==> config.mk <==
export PLATFORM = sky130hd
export DESIGN_NAME = stream_demux_n_flat
export DESIGN_NICKNAME = d
export VERILOG_FILES = /design/src/rtl/stream_demux_n_pkg.sv /design/src/rtl/stream_demux_n_if.sv /design/src/rtl/stream_demux_n_slot.sv /design/src/rtl/stream_demux_n.sv /design/src/flat_wrapper.sv
export SDC_FILE = /design/constraint.sdc
export NUM_CORES = 1
export LEC_CHECK = 0
export CORE_MARGIN = 2
export CORE_UTILIZATION = 40
export DETAILED_ROUTE_END_ITERATION = 8
export GPL_TIMING_DRIVEN = 0
export MAX_ROUTING_LAYER = met4
export PLACE_DENSITY = 0.78
export SYNTH_ARGS = -nofsm -noshare
export SYNTH_HDL_FRONTEND = slang
export SYNTH_SLANG_ARGS = --single-unit
==> constraint.sdc <==
create_clock -name clk -period 1.7 [get_ports clk]
set_input_delay 0.17 -clock clk [delete_from_list [all_inputs] [get_ports clk]]
set_output_delay 0.17 -clock clk [all_outputs]
set_load 0.01 [all_outputs]
==> src/rtl/stream_demux_n_pkg.sv <==
// Shared types and helpers for the 1-to-N stream demultiplexer.
package stream_demux_pkg;

    typedef enum logic {
        ST_IDLE   = 1'b0,
        ST_IN_PKT = 1'b1
    } state_t;

    function automatic logic sel_in_range(input logic [31:0] sel, input int unsigned n_out);
        return sel < n_out;
    endfunction

endpackage

==> src/rtl/stream_demux_n_if.sv <==
// Producer-side and consumer-side handshake bundle of the stream demultiplexer.
interface stream_demux_n_if #(
    parameter int DATA_W = 8,
    parameter int N_OUT  = 4,
    parameter int SEL_W  = 2
);
    logic [DATA_W-1:0]       s_data;
    logic [SEL_W-1:0]        s_sel;
    logic                    s_last;
    logic                    s_valid;
    logic                    s_ready;
    logic [N_OUT*DATA_W-1:0] m_data;
    logic [N_OUT-1:0]        m_last;
    logic [N_OUT-1:0]        m_valid;
    logic [N_OUT-1:0]        m_ready;

    // A beat moves on a rising edge where valid and ready are both high; a raised
    // valid holds its payload until taken, and s_ready never looks at s_valid.
    modport master (
        output s_data, s_sel, s_last, s_valid, m_ready,
        input  s_ready, m_data, m_last, m_valid
    );

    modport slave (
        input  s_data, s_sel, s_last, s_valid, m_ready,
        output s_ready, m_data, m_last, m_valid
    );
endinterface

==> src/rtl/stream_demux_n_slot.sv <==
// One-entry output register slice for a single demux channel.
module demux_out_slot #(
    parameter int DATA_W = 8
) (
    input  logic              clk,
    input  logic              rst_n,
    input  logic              wr_en,
    input  logic [DATA_W-1:0] wr_data,
    input  logic              wr_last,
    output logic              free,
    output logic [DATA_W-1:0] m_data,
    output logic              m_last,
    output logic              m_valid,
    input  logic              m_ready
);
    // A full slot that is draining this cycle can be refilled in the same cycle.
    assign free = !m_valid || m_ready;

    always_ff @(posedge clk or negedge rst_n) begin
        if (!rst_n) begin
            m_data  <= '0;
            m_last  <= 1'b0;
            m_valid <= 1'b0;
        end else if (wr_en) begin
            m_data  <= wr_data;
            m_last  <= wr_last;
            m_valid <= 1'b1;
        end else if (m_ready) begin
            m_valid <= 1'b0;
        end
    end
endmodule

==> src/rtl/stream_demux_n.sv <==
// 1-to-N stream demultiplexer with registered per-channel slots, packet-locked
// routing and a saturating count of beats discarded for an out-of-range select.
module stream_demux_n
    import stream_demux_pkg::*;
#(
    parameter int DATA_W   = 8,
    parameter int N_OUT    = 4,
    parameter int SEL_W    = 2,
    parameter int PKT_MODE = 1,
    parameter int CNT_W    = 16
) (
    input  logic                clk,
    input  logic                rst_n,
    stream_demux_n_if.slave     bus,
    output logic                in_pkt,
    output logic [CNT_W-1:0]    drop_cnt,
    output state_t              dbg_state
);
    state_t             state;
    logic [SEL_W-1:0]   sel_q;
    logic [SEL_W-1:0]   route;
    logic               route_ok;
    logic               rdy;
    logic               accept;
    logic [N_OUT-1:0]   slot_free;
    logic [N_OUT-1:0]   wr_en;

    assign dbg_state = state;

    always_comb begin
        route = bus.s_sel;
        if (PKT_MODE != 0 && state == ST_IN_PKT) route = sel_q;
    end

    assign route_ok = sel_in_range(32'(route), N_OUT);

    // An out-of-range route matches no channel, so rdy stays 1 and the beat is swallowed.
    always_comb begin
        rdy   = 1'b1;
        wr_en = '0;
        for (int k = 0; k < N_OUT; k++) begin
            if (route == SEL_W'(k)) begin
                rdy      = slot_free[k];
                wr_en[k] = bus.s_valid && slot_free[k];
            end
        end
    end

    assign bus.s_ready = rdy;
    assign accept      = bus.s_valid && rdy;

    always_ff @(posedge clk or negedge rst_n) begin
        if (!rst_n) begin
            state    <= ST_IDLE;
            sel_q    <= '0;
            in_pkt   <= 1'b0;
            drop_cnt <= '0;
        end else begin
            if (accept && !route_ok && drop_cnt != {CNT_W{1'b1}}) begin
                drop_cnt <= drop_cnt + CNT_W'(1);
            end
            if (PKT_MODE != 0 && accept) begin
                case (state)
                    ST_IDLE: begin
                        if (!bus.s_last) begin
                            state  <= ST_IN_PKT;
                            sel_q  <= bus.s_sel;
                            in_pkt <= 1'b1;
                        end
                    end
                    ST_IN_PKT: begin
                        if (bus.s_last) begin
                            state  <= ST_IDLE;
                            in_pkt <= 1'b0;
                        end
                    end
                    default: begin
                        state  <= ST_IDLE;
                        in_pkt <= 1'b0;
                    end
                endcase
            end
        end
    end

    for (genvar k = 0; k < N_OUT; k++) begin : g_slot
        demux_out_slot #(.DATA_W(DATA_W)) u_slot (
            .clk     (clk),
            .rst_n   (rst_n),
            .wr_en   (wr_en[k]),
            .wr_data (bus.s_data),
            .wr_last (bus.s_last),
            .free    (slot_free[k]),
            .m_data  (bus.m_data[k*DATA_W +: DATA_W]),
            .m_last  (bus.m_last[k]),
            .m_valid (bus.m_valid[k]),
            .m_ready (bus.m_ready[k])
        );
    end
endmodule

==> src/flat_wrapper.sv <==
// flat-port wrapper written by rule: the top's interface ports become plain ports
module stream_demux_n_flat import stream_demux_pkg::*;
#(
    parameter int DATA_W   = 8,
    parameter int N_OUT    = 4,
    parameter int SEL_W    = 2,
    parameter int PKT_MODE = 1,
    parameter int CNT_W    = 16
)
  (clk, rst_n, in_pkt, drop_cnt, dbg_state, bus_s_data, bus_s_sel, bus_s_last, bus_s_valid, bus_m_ready, bus_s_ready, bus_m_data, bus_m_last, bus_m_valid);
  stream_demux_n_if #(.DATA_W(DATA_W), .N_OUT(N_OUT), .SEL_W(SEL_W)) bus_i ();
  input  logic clk;
  input  logic rst_n;
  output logic in_pkt;
  output logic [CNT_W-1:0] drop_cnt;
  output state_t dbg_state;
  input wire logic [$bits(bus_i.s_data)-1:0] bus_s_data;
  input wire logic [$bits(bus_i.s_sel)-1:0] bus_s_sel;
  input wire logic [$bits(bus_i.s_last)-1:0] bus_s_last;
  input wire logic [$bits(bus_i.s_valid)-1:0] bus_s_valid;
  input wire logic [$bits(bus_i.m_ready)-1:0] bus_m_ready;
  output wire logic [$bits(bus_i.s_ready)-1:0] bus_s_ready;
  output wire logic [$bits(bus_i.m_data)-1:0] bus_m_data;
  output wire logic [$bits(bus_i.m_last)-1:0] bus_m_last;
  output wire logic [$bits(bus_i.m_valid)-1:0] bus_m_valid;
  assign bus_i.s_data = bus_s_data;
  assign bus_i.s_sel = bus_s_sel;
  assign bus_i.s_last = bus_s_last;
  assign bus_i.s_valid = bus_s_valid;
  assign bus_i.m_ready = bus_m_ready;
  assign bus_s_ready = bus_i.s_ready;
  assign bus_m_data = bus_i.m_data;
  assign bus_m_last = bus_i.m_last;
  assign bus_m_valid = bus_i.m_valid;
  stream_demux_n #(.DATA_W(DATA_W), .N_OUT(N_OUT), .SEL_W(SEL_W), .PKT_MODE(PKT_MODE), .CNT_W(CNT_W)) u_core (.clk(clk), .rst_n(rst_n), .bus(bus_i), .in_pkt(in_pkt), .drop_cnt(drop_cnt), .dbg_state(dbg_state));
endmodule
; Word level (Yosys, flattened, before mapping)
; Cells that the tools add are included.
[word_totals]
reg_bits = 44
word_cells = 63
[classes]
eq_ne = 5
n_mux = 21
bitwise = 2
reduce_logical = 20
[op_table]
columns = cell, count
row1 = 2-to-1 mux 1 bit, 19
row2 = nonzero test 2 bit, 4
row3 = AND reduction 3 bit, 2
row4 = logical AND 1 bit, 5
row5 = equality test 2 bit (second input constant), 2
row6 = zero test 1 bit, 4
row7 = logical OR 1 bit, 4
row8 = inequality test 2 bit (second input constant), 2
row9 = equality test 2 x 1 -> 1 bit (second input constant), 1
row10 = zero test 2 bit, 1
row11 = 2-to-1 mux 2 bit, 1
row12 = NOT 1 bit, 2
row13 = case mux 1 bit (2 select lines), 1

; Longest topological paths before layout
; Gate-level depths: netlist of the first run.
[logic_depth]
word_depth = 8
depth_mapped = 7
mapped_depth_nobuf = 6

; Hierarchy
; From an unflattened synthesis of the first run, not the netlist that was laid out.
[hier_totals]
cells_unflattened = 148
hier_area_um2 = 2164.6
[modules_own_cells]
columns = mod, n_inst, cells_each, area_each_um2, seq_area_each_um2
row1 = demux_out_slot, 4, 22, 409.1, 250.2
row2 = stream_demux_n, 1, 60, 528.0, 100.1

; Worst setup path before layout of the first run
; OpenSTA, ideal clock, no wires.
[synth_timing]
path_type = reg-to-reg
startpoint = reg u_core.state (netlist: u_core.dbg_state)
endpoint = reg u_core.sel_q[0]
t_arrival_ns = 1.627
required_time_ns = 1.575
setup_slack_ns = -0.052
stages_incl_launch_ff = 6
n_path_buf = 1
cell_sequence = dfrtp_1 buf_6 mux2i_4 mux2i_1 o22a_1 mux2_4
[synth_via]
elab_chain_len = 8
word_cells_on_any_way = 12
cone_classes = eq/ne (3) / mux (5) / bitwise (1) / reduce/logical (3)
[synth_lines]
columns = element, line
row1 = "start, declared", stream_demux_n.sv:19  ; state_t state;
row2 = "start signal, assigned", stream_demux_n.sv:54  ; state <= ST_IDLE;
row3 = "start signal, assigned", stream_demux_n.sv:66  ; state <= ST_IN_PKT;
row4 = "start signal, assigned", stream_demux_n.sv:73  ; state <= ST_IDLE;
row5 = 2-to-1 mux 2 bit, stream_demux_n.sv:32  ; if (PKT_MODE != 0 && state == ST_IN_PKT) route = sel_q;
row6 = zero test 2 bit, stream_demux_n.sv:42  ; if (route == SEL_W'(k)) begin
row7 = 2-to-1 mux 1 bit (4 in series), stream_demux_n.sv:42
row8 = logical AND 1 bit, stream_demux_n.sv:50  ; assign accept = bus.s_valid && rdy;
row9 = AND reduction 3 bit (no line) (*), n/a
row10 = "end signal, assigned", stream_demux_n.sv:67  ; sel_q <= bus.s_sel;
row11 = "end, declared", stream_demux_n.sv:20  ; logic [SEL_W-1:0] sel_q;
; Every way passes the cells marked *; elsewhere a longest branch is shown, timed or not.
; A chain may end at the register's enable or synchronous reset.

; Worst setup path in the final report of the first run
; Same ends and word-level chain as after synthesis.

==> results.md, run 1 <==
- Synth Area in Compound Gates: 0.02492
- Row cnt: 26
- Worst Reg-to-Reg Cells: 6
- Post-DP HPWL: 3035 µm
- Filler instances: 389
- Crit path capture type: flip-flop
- Diodes inserted: 0
- Syn_area_per_cell: 13.37 µm²
- Number of port buffers: 59
- Reg power frac: 0.305
- R2R Path End: u_core.sel_q[0]$_DFFE_PN0P_
- Synth top cells by count: dfrtp_1, buf_4, mux2_1
- Syn Std Cell Area: 2058 µm²
- Synth Instances: 154
- Synth Area in XOR/XNOR: 0
- Max clock buf depth: 2
- Top cell type's share of synthesized area: 0.5350
- Place WS: -454.1 ps
- Status: complete, but fails checks
- DP Area: 2823 µm²
- Top-count cell post-synth: dfrtp_1
- Ranking of synthesized cells by area: dfrtp_1, mux2_1, buf_4
- P_sw: 1.856 mW
- Failing checks: negative setup slack
- Final Util: 0.6516
- Total clock buffers created by CTS: 5
- Final net count: 275
- Final wirelength: 4896 µm
- GR met1 Demand/Resource: 0.2371
- Final slew viol count: 0
- GR Layer Usage met3: 0.04101
- Register bit count reported by yosys: 44
- Vias in the first global route: 1412
- Critical path endpoint: u_core.sel_q[0]$_DFFE_PN0P_
- Max Fclk: 0.5261 GHz
- Largest fanout on the critical path: 3
- Worst-skew pair later-pin latency: 290 ps
- CTS clk-pin slew, worst paths: 80 ps
- Met2 Use GR: 0.2841
- Initial Util: 0.4082
- Final setup violating endpoints: 27
- Full die area: 5735 µm²
- Synth Flop Type: dfrtp_1
- Multi-input logic area: 932.1 µm²
- Final critical-path setup slack: -200.7 ps
- First-pass GRT wire length: 7238 µm
- Data required, critical path: 1880 ps
- Crit path launch type: flip-flop
- Cell taking the most area after synthesis: dfrtp_1
- Setup TNS: -2071 ps
- PD cells: 1892 nW/µm²
- Drt initial violations: 41
- Register-to-register setup slack: -200 ps
- CP Class: reg -> reg
- Clock Skews: 5.050 ps
- TritonRoute pass-1 iters: 4
- Layout cells sized above 1: 0.3945
- Crit path launch: u_core.dbg_state$_DFFE_PN0P_
- Reg2reg start: u_core.dbg_state$_DFFE_PN0P_
- Logic gate share of total power: 0.547
- GP Congestion: 0.7225
- DR DRC count: 0
- Least-Margin Pin Slew: 529.9 ps
- Fin Hold WS: 354.1 ps
- Max VDD drop: 1.092 mV
- Die Height: 75.73 µm
- Leakage Power: 1.585 nW
- Sequential Area: 1101 µm²
- Simple-gate share of the synthesized area: 0.06505
- Busiest layer in global routing: met2
- Main combinational cell family by area after synthesis: multiplexers
- Fin crit share: 1.118
- Largest net degree at the start of global routing: 25
- Cell area after layout: 3286 µm²
- EDFF count, synth: 0
- Clk pwr share: 0.148
- Synth cell types: 27
- Post-synthesis adder-cell area fraction: 0.006079
- Core region area: 5042 µm²
- Total track usage: 0.1822
- Total congestion overflow: 0
- I/O pins: 77
- Routed len/inst: 15.02 µm
- Clock Tree Root: clkbuf_8
- Hold Fails Final Rpt: 0
- Pint: 4.361 mW
- Switching part of the total: 0.2986
- Yosys warns: 0
- RSZ-0062 raised after global routing: true
- Initial antenna violation count: 0
- Share of flip-flops with an asynchronous set or reset: 1.000
- Layout area overhead: 59.64%
- Die Width: 75.73 µm
- DR vias: 1474
- Hold Path Class: in -> reg
- Via/cell ratio: 4.521
- Multiplexer share of the synthesized area: 0.2614
- CTS tree: yes
- Detail Route Antenna Nets: 0
- Post-synthesis sequential area ratio: 0.5350
- Clock Sinks: 44
- Number of H-tree levels: 2
- Max cap viols: 0
- Slew margin rel.: 0.6467
- Arr. time, crit path: 2080 ps
- Post-route minimum period: 1901 ps
-- power groups by stage --
| stage | combinational, mW | clock [mW] | sequential [mW] |
|---|---|---|---|
| after floorplan | 1.20 | 0 | 2.05 |
| after global placement | 2.62 | 0 | 1.88 |
| after detailed placement | 2.68 | 0 | 1.90 |
| after CTS | 3.09 | 0.944 | 1.90 |
| after global routing | 3.61 | 0.987 | 1.96 |
| final | 3.40 | 0.920 | 1.90 |
-- layout make-up --
cell class / count / share of cell area
Tap cell: 70 / 0.02666
Multi-Input combinational cell: 94 / 0.2837
Sequential cell: 44 / 0.3351
Clock buffer: 5 / 0.02094
Buffer: 29 / 0.07083
Inverter: 2 / 0.002285
Timing Repair Buffer: 80 / 0.2422
Clock inverter: 2 / 0.01828
-- metal layers --
layer  wire [µm]  share of wire
met1        2177           0.44
met2        2408           0.49
met3         242          0.049
met4          67          0.014
met5           0              0
-- metrics by stage --
stage,total power [mW],instances
after global placement,4.502,298
after global routing,6.558,326
after floorplan,3.250,169
final,6.217,326
after detailed placement,4.584,299
after CTS,5.936,319
-- sequential cells by signal, indices dropped and copies added (netlist names) --
register,cells
u_core.g_slot.u_slot.m_data,32
u_core.g_slot.u_slot.m_last,4
u_core.g_slot.u_slot.m_valid,4
u_core.sel_q,2
u_core.dbg_state,1
u_core.in_pkt,1
-- critical path: stages, from the launching register on --
cell and delay [ps]:
dfrtp_1 360, buf_6 140, mux2i_4 290, mux2i_2 300, buf_4 170, o22a_1 210, mux2_4 320
-- placed cells by master (no fill, tap or decap), types with 2 or more instances in the layout --
| cell | count |
|---|---|
| dfrtp_1 | 44 |
| inv_1 | 2 |
| clkbuf_8 | 5 |
| clkdlybuf4s50_1 | 57 |
| o21ai_1 | 3 |
| mux2_2 | 4 |
| nand4b_1 | 2 |
| buf_2 | 2 |
| mux2i_4 | 2 |
| nand2_1 | 10 |
| mux2_1 | 6 |
| mux2_4 | 28 |
| buf_4 | 36 |
| bufinv_16 | 2 |
| mux2i_1 | 2 |
| conb_1 | 16 |
| mux2i_2 | 2 |
| buf_6 | 9 |
| nand2b_1 | 5 |
-- how the worst min path moves through the flow --
stage               depth (start not counted)  slack [ps]                                           to                                  startpoint
finish                                      2         350  u_core.g_slot[2].u_slot.m_valid$_DFFE_PN0P_                                 bus_s_valid
global route                                2         370  u_core.g_slot[2].u_slot.m_valid$_DFFE_PN0P_                                 bus_s_valid
CTS                                         2         360  u_core.g_slot[2].u_slot.m_valid$_DFFE_PN0P_                                 bus_s_valid
detailed placement                          1         170                  u_core.sel_q[0]$_DFFE_PN0P_                                       rst_n
global placement                            2         470   u_core.g_slot[3].u_slot.m_last$_DFFE_PN0P_  u_core.g_slot[3].u_slot.m_last$_DFFE_PN0P_
floorplan                                   0        -130                 u_core.dbg_state$_DFFE_PN0P_                                       rst_n
-- repair_timing --
item | in CTS | in global routing
endpoints found under the setup margin | 35 | 31
hold endpoints to repair | 20 | 0
cloned | 2 | 1
setup buffers | 10 | 6
resized for setup | 29 | 21
pin swaps | 3 | 3
hold buffers | 1 | 0
-- cell families (layout without fill, tap and decap cells) --
group | Yosys count | count (layout)
other | 1 | 16
multiplexers | 44 | 44
AND/OR/NAND/NOR | 25 | 25
flip-flops | 44 | 44
adder cells (fa/ha/maj) | 1 | 1
AO/OA/AOI/OAI | 8 | 8
buffers and inverters | 31 | 118
No activity file was read; power rests on OpenSTA's default activity.
==> inputs of run 2 (changes only) <==
Settings changed: CORE_UTILIZATION 40 to 47, PLACE_DENSITY 0.78 to 0.86.
Clock period 1.7 ns to 2.5 ns, I/O delays scaled along.
==> run 2 against run 1 <==
The flow now finishes without violations. Register-to-register slack improved by 870 ps. First-iteration DRC count increased by 27%. Via count decreased by 8.3%. Sequential cell count unchanged. Power decreased by 40%. Sequential power decreased by 33%. Utilization increased by 3.1 points. Largest power group unchanged. Highest routed layer unchanged.
==> results.md, run 2 (synthesis gave the netlist of run 1 again) <==
- R2R Path End: u_core.sel_q[1]$_DFFE_PN0P_ (was u_core.sel_q[0]$_DFFE_PN0P_)
- Die Width: 70.18 µm (was 75.73 µm)
- Slew margin rel.: 0.6143 (was 0.6467)
- Biggest regs: u_core.g_slot.u_slot.m_data x32, u_core.g_slot.u_slot.m_last x4, u_core.g_slot.u_slot.m_valid x4 (unchanged)
- Setup TNS: 0 ps (was -2071 ps)
- Total power: 3.699 mW (was 6.217 mW)
- Final critical-path setup slack: 178.3 ps (was -200.7 ps)
- Crit path launch: u_core.dbg_state$_DFFE_PN0P_ (unchanged)
- Multi-input logic area: 795.8 µm² (was 932.1 µm²)
- Crit path top cell by count: mux2i_1
- Layout cells sized above 1: 0.2278 (was 0.3945)
- Initial Util: 0.4793 (was 0.4082)
- Initial antenna violation count: 0 (unchanged)
- CTS clk-pin slew, worst paths: 80 ps (about the same)
- Row cnt: 24 (was 26)
- Post-CTS Setup Inserts: 0 (was 10)
- Total track usage: 0.1827 (was 0.1822)
- Commonest non-fill, non-tap cell in the layout: clkdlybuf4s50_1 (unchanged)
- Detail Route Antenna Nets: 0 (unchanged)
- Final setup violating endpoints: 0 (was 27)
- DR DRC count: 0 (unchanged)
- Final net count: 256 (was 275)
- Hold Path Class: in -> reg (unchanged)
- Critical path endpoint: bus_s_ready (was u_core.sel_q[0]$_DFFE_PN0P_)
- CP Class: reg -> out (was reg -> reg)
- Biggest register: u_core.g_slot.u_slot.m_data (unchanged)
- Placed insts: 281 (was 299)
- Largest net degree at the start of global routing: 25 (unchanged)
- Largest register FFs: 32 (unchanged)
- Clock Sinks: 44 (unchanged)
- PD cells: 1262 nW/µm² (was 1892 nW/µm²)
- Final Util: 0.6827 (was 0.6516)
- Total congestion overflow: 0 (unchanged)
- I/O pins: 77 (unchanged)
- Via/cell ratio: 4.675 (was 4.521)
- Clock Skews: 9.449 ps (was 5.050 ps)
- GR met1 Demand/Resource: 0.2156 (was 0.2371)
- TritonRoute pass-1 iters: 4 (unchanged)
- Full die area: 4925 µm² (was 5735 µm²)
- Hold Fails Final Rpt: 0 (unchanged)
- CP Cell Sequence: buf_6 -> mux2i_4 -> mux2i_1 -> mux2i_1 -> clkdlybuf4s50_1 (was buf_6 -> mux2i_4 -> mux2i_2 -> buf_4 -> o22a_1 -> mux2_4)
- Max VDD drop: 0.7478 mV (was 1.092 mV)
- Busiest layer in global routing: met2 (unchanged)
- Fin Hold WS: 408.6 ps (was 354.1 ps)
- Total clock buffers created by CTS: 5 (unchanged)
- Crit path capture type: primary output (was flip-flop)
- Non-Filler Instances: 289 (was 326)
- Met2 Use GR: 0.3090 (was 0.2841)
- Final wirelength: 4111 µm (was 4896 µm)
- Status: finished clean (was complete, but fails checks)
- Filler instances: 347 (was 389)
- Post-DP HPWL: 3068 µm (was 3035 µm)
- Worst path slowest cell: clkdlybuf4s50_1 (was dfrtp_1)
- Leakage Power: 1.363 nW (was 1.585 nW)
- Crit path launch type: flip-flop (unchanged)
- Place WS: 325.2 ps (was -454.1 ps)
- Layout area overhead: 42.43% (was 59.64%)
- Routed len/inst: 14.22 µm (was 15.02 µm)
- RSZ-0062 raised after global routing: false (was true)
- Max clock buf depth: 2 (unchanged)
- DP Area: 2793 µm² (was 2823 µm²)
- Arr. time, crit path: 2070 ps (was 2080 ps)
- Number of port buffers: 59 (unchanged)
- Max cap viols: 0 (unchanged)
- Diodes inserted: 0 (unchanged)
- Largest fanout on the critical path: 8 (was 3)
- Worst Reg-to-Reg Cells: 5 (was 6)
- GP Congestion: 0.7072 (was 0.7225)
- Data required, critical path: 2250 ps (was 1880 ps)
- Register-to-register setup slack: 670 ps (was -200 ps)
- Core region area: 4294 µm² (was 5042 µm²)
- GR Layer Usage met3: 0.04040 (was 0.04101)
- Most frequent cells in the layout: clkdlybuf4s50_1, dfrtp_1, mux2_1, buf_4, conb_1 (was clkdlybuf4s50_1, dfrtp_1, buf_4)
- Worst-skew pair later-pin latency: 300 ps (was 290 ps)
- Final slew viol count: 0 (unchanged)
- Post-route minimum period: 2322 ps
- Fin crit share: 0.9287
- Clock Tree Root: clkbuf_8 (unchanged)
- Sequential Area: 1101 µm² (unchanged)
- DR vias: 1351 (was 1474)
- Vias in the first global route: 1412 (unchanged)
- Die Height: 70.18 µm (was 75.73 µm)
- Number of H-tree levels: 2 (unchanged)
- CP peak stage delay: 500 ps (was 360 ps)
- Drt initial violations: 52 (was 41)
- CTS tree: yes (unchanged)
- Least-Margin Pin Slew: 576.9 ps (was 529.9 ps)
- Max Fclk: 0.4307 GHz
- Reg2reg start: u_core.dbg_state$_DFFE_PN0P_ (unchanged)
- First-pass GRT wire length: 6810 µm (was 7238 µm)
- Cell area after layout: 2932 µm² (was 3286 µm²)
## run 2: changes by cell type in the layout (fill, tap and decap cells not counted), moves of 2 or more
| cell | before | now |
|---|---|---|
| buf_2 | 2 | 4 |
| buf_4 | 36 | 24 |
| buf_6 | 9 | 1 |
| mux2_1 | 6 | 24 |
| mux2_4 | 28 | 9 |
| mux2i_1 | 2 | 4 |
| o22ai_1 | 0 | 2 |
## run 2: worst min path at each step
stage                                                    start                                             to  slack (ps)  depth (start not counted)
floorplan                                                rst_n                   u_core.dbg_state$_DFFE_PN0P_         -50                          0
global placement    u_core.g_slot[3].u_slot.m_last$_DFFE_PN0P_     u_core.g_slot[3].u_slot.m_last$_DFFE_PN0P_         470                          2
detailed placement                                       rst_n  u_core.g_slot[1].u_slot.m_data[1]$_DFFE_PN0P_         250                          1
CTS                                                bus_s_valid    u_core.g_slot[2].u_slot.m_valid$_DFFE_PN0P_         400                          2
global route                                       bus_s_valid    u_core.g_slot[2].u_slot.m_valid$_DFFE_PN0P_         440                          2
finish                                             bus_s_valid    u_core.g_slot[2].u_slot.m_valid$_DFFE_PN0P_         410                          2
## run 2: layout make-up
class,instances,area share
Sequential cell,44,0.3756
Multi-Input combinational cell,94,0.2714
Timing Repair Buffer,61,0.2125
Buffer,29,0.07170
Clock buffer,5,0.02347
Tap cell,52,0.02219
Clock inverter,2,0.02049
Inverter,2,0.002561
## run 2: what timing repair did
action / 4_1_cts / 5_1_grt
hold buffers: 1 / 0
gates resized for setup: 0 / 0
setup endpoints to repair: 0 / 0
hold endpoints to repair: 20 / 0
## run 2: worst max-delay path, delay by kind of cell (launching register included)
kind	cells	cell delay, ps
buffers and inverters	2	650
muxes	3	770
DFF	1	370
## run 2: report_power, final
| group | internal [mW] | switching [mW] |
|---|---|---|
| clock | 0.393 | 0.236 |
| combinational | 1.12 | 0.673 |
| sequential | 1.07 | 0.203 |
## run 2: per-layer routing
layer	share of wire	up-vias	routed length, µm
met3	0.058	6	240
met2	0.51	48	2099
met4	0.012	0	50
met1	0.42	645	1721
met5	0	-	0
li1	-	652	-
==> inputs of run 3 (changes only) <==
Settings changed: CORE_ASPECT_RATIO set to 0.7, CTS_BUF_LIST set to sky130_fd_sc_hd__clkbuf_16, SKIP_LAST_GASP set to 1.
==> run 3 against run 2 <==
Register-to-register slack worse by 80 ps. Sequential power hardly changed. Final cell count is 1.4% higher. Maximum frequency is 0.44% lower. Clock skew is 6.0 ps lower. Sequential share of layout area is 0.49 points lower. Wire length is 6.8% higher. Critical path depth stayed put. Die area is 0.17% higher. Highest routed layer unchanged.
==> results.md, run 3 (synthesis gave the netlist of run 1 again) <==
- Fin crit share: 0.9328 (was 0.9287)
- Max clock buf depth: 2 (unchanged)
- Post-DP HPWL: 3148 µm (was 3068 µm)
- Clock Tree Root: clkbuf_16 (was clkbuf_8)
- CTS clk-pin slew, worst paths: 60 ps (was 80 ps)
- DR vias: 1381 (was 1351)
- DR DRC count: 0 (unchanged)
- Clock Skews: 3.490 ps (was 9.449 ps)
- Max Fclk: 0.4288 GHz (was 0.4307 GHz)
- Number of port buffers: 59 (unchanged)
- First-pass GRT wire length: 7120 µm (was 6810 µm)
- Final wirelength: 4389 µm (was 4111 µm)
- Biggest register: u_core.g_slot.u_slot.m_data (unchanged)
- Diodes inserted: 0 (unchanged)
- Leakage Power: 1.376 nW (was 1.363 nW)
- Final Util: 0.6942 (was 0.6827)
- Max cap viols: 0 (unchanged)
- Crit path launch type: flip-flop (unchanged)
- Layout cells sized above 1: 0.2353 (was 0.2278)
- Crit path max-delay family: multiplexers (unchanged)
- I/O pins: 77 (unchanged)
- Biggest regs: u_core.g_slot.u_slot.m_data x32, u_core.g_slot.u_slot.m_last x4, u_core.g_slot.u_slot.m_valid x4 (unchanged)
- Data required, critical path: 2250 ps (about the same)
- Worst-skew pair later-pin latency: 280 ps (was 300 ps)
- TritonRoute pass-1 iters: 4 (unchanged)
- Critical path buffers and inverters: 2 (unchanged)
- Final net count: 256 (unchanged)
- Max VDD drop: 0.8077 mV (was 0.7478 mV)
- PD cells: 1289 nW/µm² (was 1262 nW/µm²)
- Vias in the first global route: 1405 (was 1412)
- Post-route minimum period: 2332 ps (was 2322 ps)
- CTS tree: yes (unchanged)
- GP Congestion: 0.7822 (was 0.7072)
- Total track usage: 0.1956 (was 0.1827)
- Final setup violating endpoints: 0 (unchanged)
- Crit path capture type: primary output (unchanged)
- Core region area: 4279 µm² (was 4294 µm²)
- Worst path slowest cell: clkdlybuf4s50_1 (unchanged)
- Die Height: 59.37 µm (was 70.18 µm)
- Least-Margin Pin Slew: 582.9 ps (was 576.9 ps)
- Hold Fails Final Rpt: 0 (unchanged)
- Largest fanout on the critical path: 8 (unchanged)
- Via/cell ratio: 4.713 (was 4.675)
- Most frequent cells in the layout: clkdlybuf4s50_1, dfrtp_1, mux2_1, buf_4, conb_1 (unchanged)
- Number of H-tree levels: 2 (unchanged)
- Hold Path Class: in -> async (was in -> reg)
- Initial Util: 0.4810 (was 0.4793)
- Row cnt: 20 (was 24)
- Commonest non-fill, non-tap cell in the layout: clkdlybuf4s50_1 (unchanged)
- Setup TNS: 0 ps (unchanged)
- Clock Sinks: 44 (unchanged)
- Total clock buffers created by CTS: 5 (unchanged)
- Post-CTS Setup Inserts: 0 (unchanged)
- Status: finished clean (unchanged)
- Largest register FFs: 32 (unchanged)
- Full die area: 4933 µm² (was 4925 µm²)
- CP Class: reg -> out (unchanged)
- Largest net degree at the start of global routing: 38 (was 25)
- Layout area overhead: 44.32% (was 42.43%)
- Die Width: 83.10 µm (was 70.18 µm)
- Initial antenna violation count: 0 (unchanged)
- Slew margin rel.: 0.6103 (was 0.6143)
- Routed len/inst: 14.98 µm (was 14.22 µm)
- Total congestion overflow: 0 (unchanged)
- CP Cell Sequence: buf_6 -> mux2i_4 -> mux2i_2 -> mux2i_1 -> clkdlybuf4s50_1 (was buf_6 -> mux2i_4 -> mux2i_1 -> mux2i_1 -> clkdlybuf4s50_1)
- Drt initial violations: 54 (was 52)
- Arr. time, crit path: 2080 ps (was 2070 ps)
- RSZ-0062 raised after global routing: false (unchanged)
- Final slew viol count: 0 (unchanged)
- Detail Route Antenna Nets: 0 (unchanged)
- CP peak stage delay: 500 ps (about the same)
[run 3: cell types whose count changed in the layout (fill, tap and decap cells not counted), sizes merged]
cell / change
bufinv: -1
clkinv: +1
inv: +1
[run 3: power by group]
part | switching (mW) | total [mW] | internal, mW | leakage, nW
sequential | 0.211 | 1.29 | 1.07 | 0.528
combinational | 0.693 | 1.82 | 1.13 | 0.764
clock | 0.255 | 0.720 | 0.465 | 0.0850
total | 1.16 | 3.83 | 2.67 | 1.38
[run 3: layout make-up]
cell class,instances,area (µm²)
flip-flops and latches,44,1101
multi-input cells,94,803.3
inverters,2,7.507
fillers,317,1309
repair buffers,61,615.6
clock buffers,5,125.1
plain buffers,29,210.2
well taps,55,68.82
clock inverters,3,38.79
[run 3: path summary, 6_finish.rpt]
check	startpoint	endpoint	slack (ps)	cells past startpoint
setup / recovery	u_core.dbg_state$_DFFE_PN0P_	bus_s_ready	170	5
hold / removal	rst_n	u_core.g_slot[0].u_slot.m_data[0]$_DFFE_PN0P_	360	2
setup reg to reg	u_core.dbg_state$_DFFE_PN0P_	u_core.sel_q[1]$_DFFE_PN0P_	590	5
hold reg to reg	u_core.g_slot[3].u_slot.m_last$_DFFE_PN0P_	u_core.g_slot[3].u_slot.m_last$_DFFE_PN0P_	480	2
max in group asynchronous	rst_n	u_core.g_slot[2].u_slot.m_data[4]$_DFFE_PN0P_	1700	3
min in group clk	bus_s_valid	u_core.g_slot[0].u_slot.m_valid$_DFFE_PN0P_	410	3
[run 3: metal layers]
metal / share of wire / track usage / vias up
li1: - / - / 650
met1: 0.46 / 0.2489 / 686
met2: 0.49 / 0.3214 / 41
met3: 0.048 / 0.04875 / 4
met4: 0.0057 / 0.04918 / 0
met5: 0 / - / -
[run 3: worst register-to-register path, stage by stage, from the launching register on]
cell	delay, ps
dfrtp_1	370
buf_6	160
mux2i_4	300
mux2i_2	360
o22a_1	290
mux2_4	320
[run 3: per-stage QoR]
step                      instances  setup slack (ps)  power, mW  cell area (µm²)  hold WS (ps)
after global placement          283             48.67      3.036             2774         469.5
after detailed placement        284             270.0      3.110             2789         112.0
after floorplan                 169             747.8      2.198             2115        -45.59
after global routing            293             17.68      4.049             2970         364.4
final                           293             168.0      3.828             2970         360.8
after CTS                       293             140.1      3.849             2963         345.8
[run 3: timing repair]
| action | in CTS | in global routing |
|---|---|---|
| hold endpoints to repair | 7 | 0 |
| setup endpoints to repair | 0 | 1 |
| hold buffers | 1 | 0 |
| resized for setup | 0 | 2 |
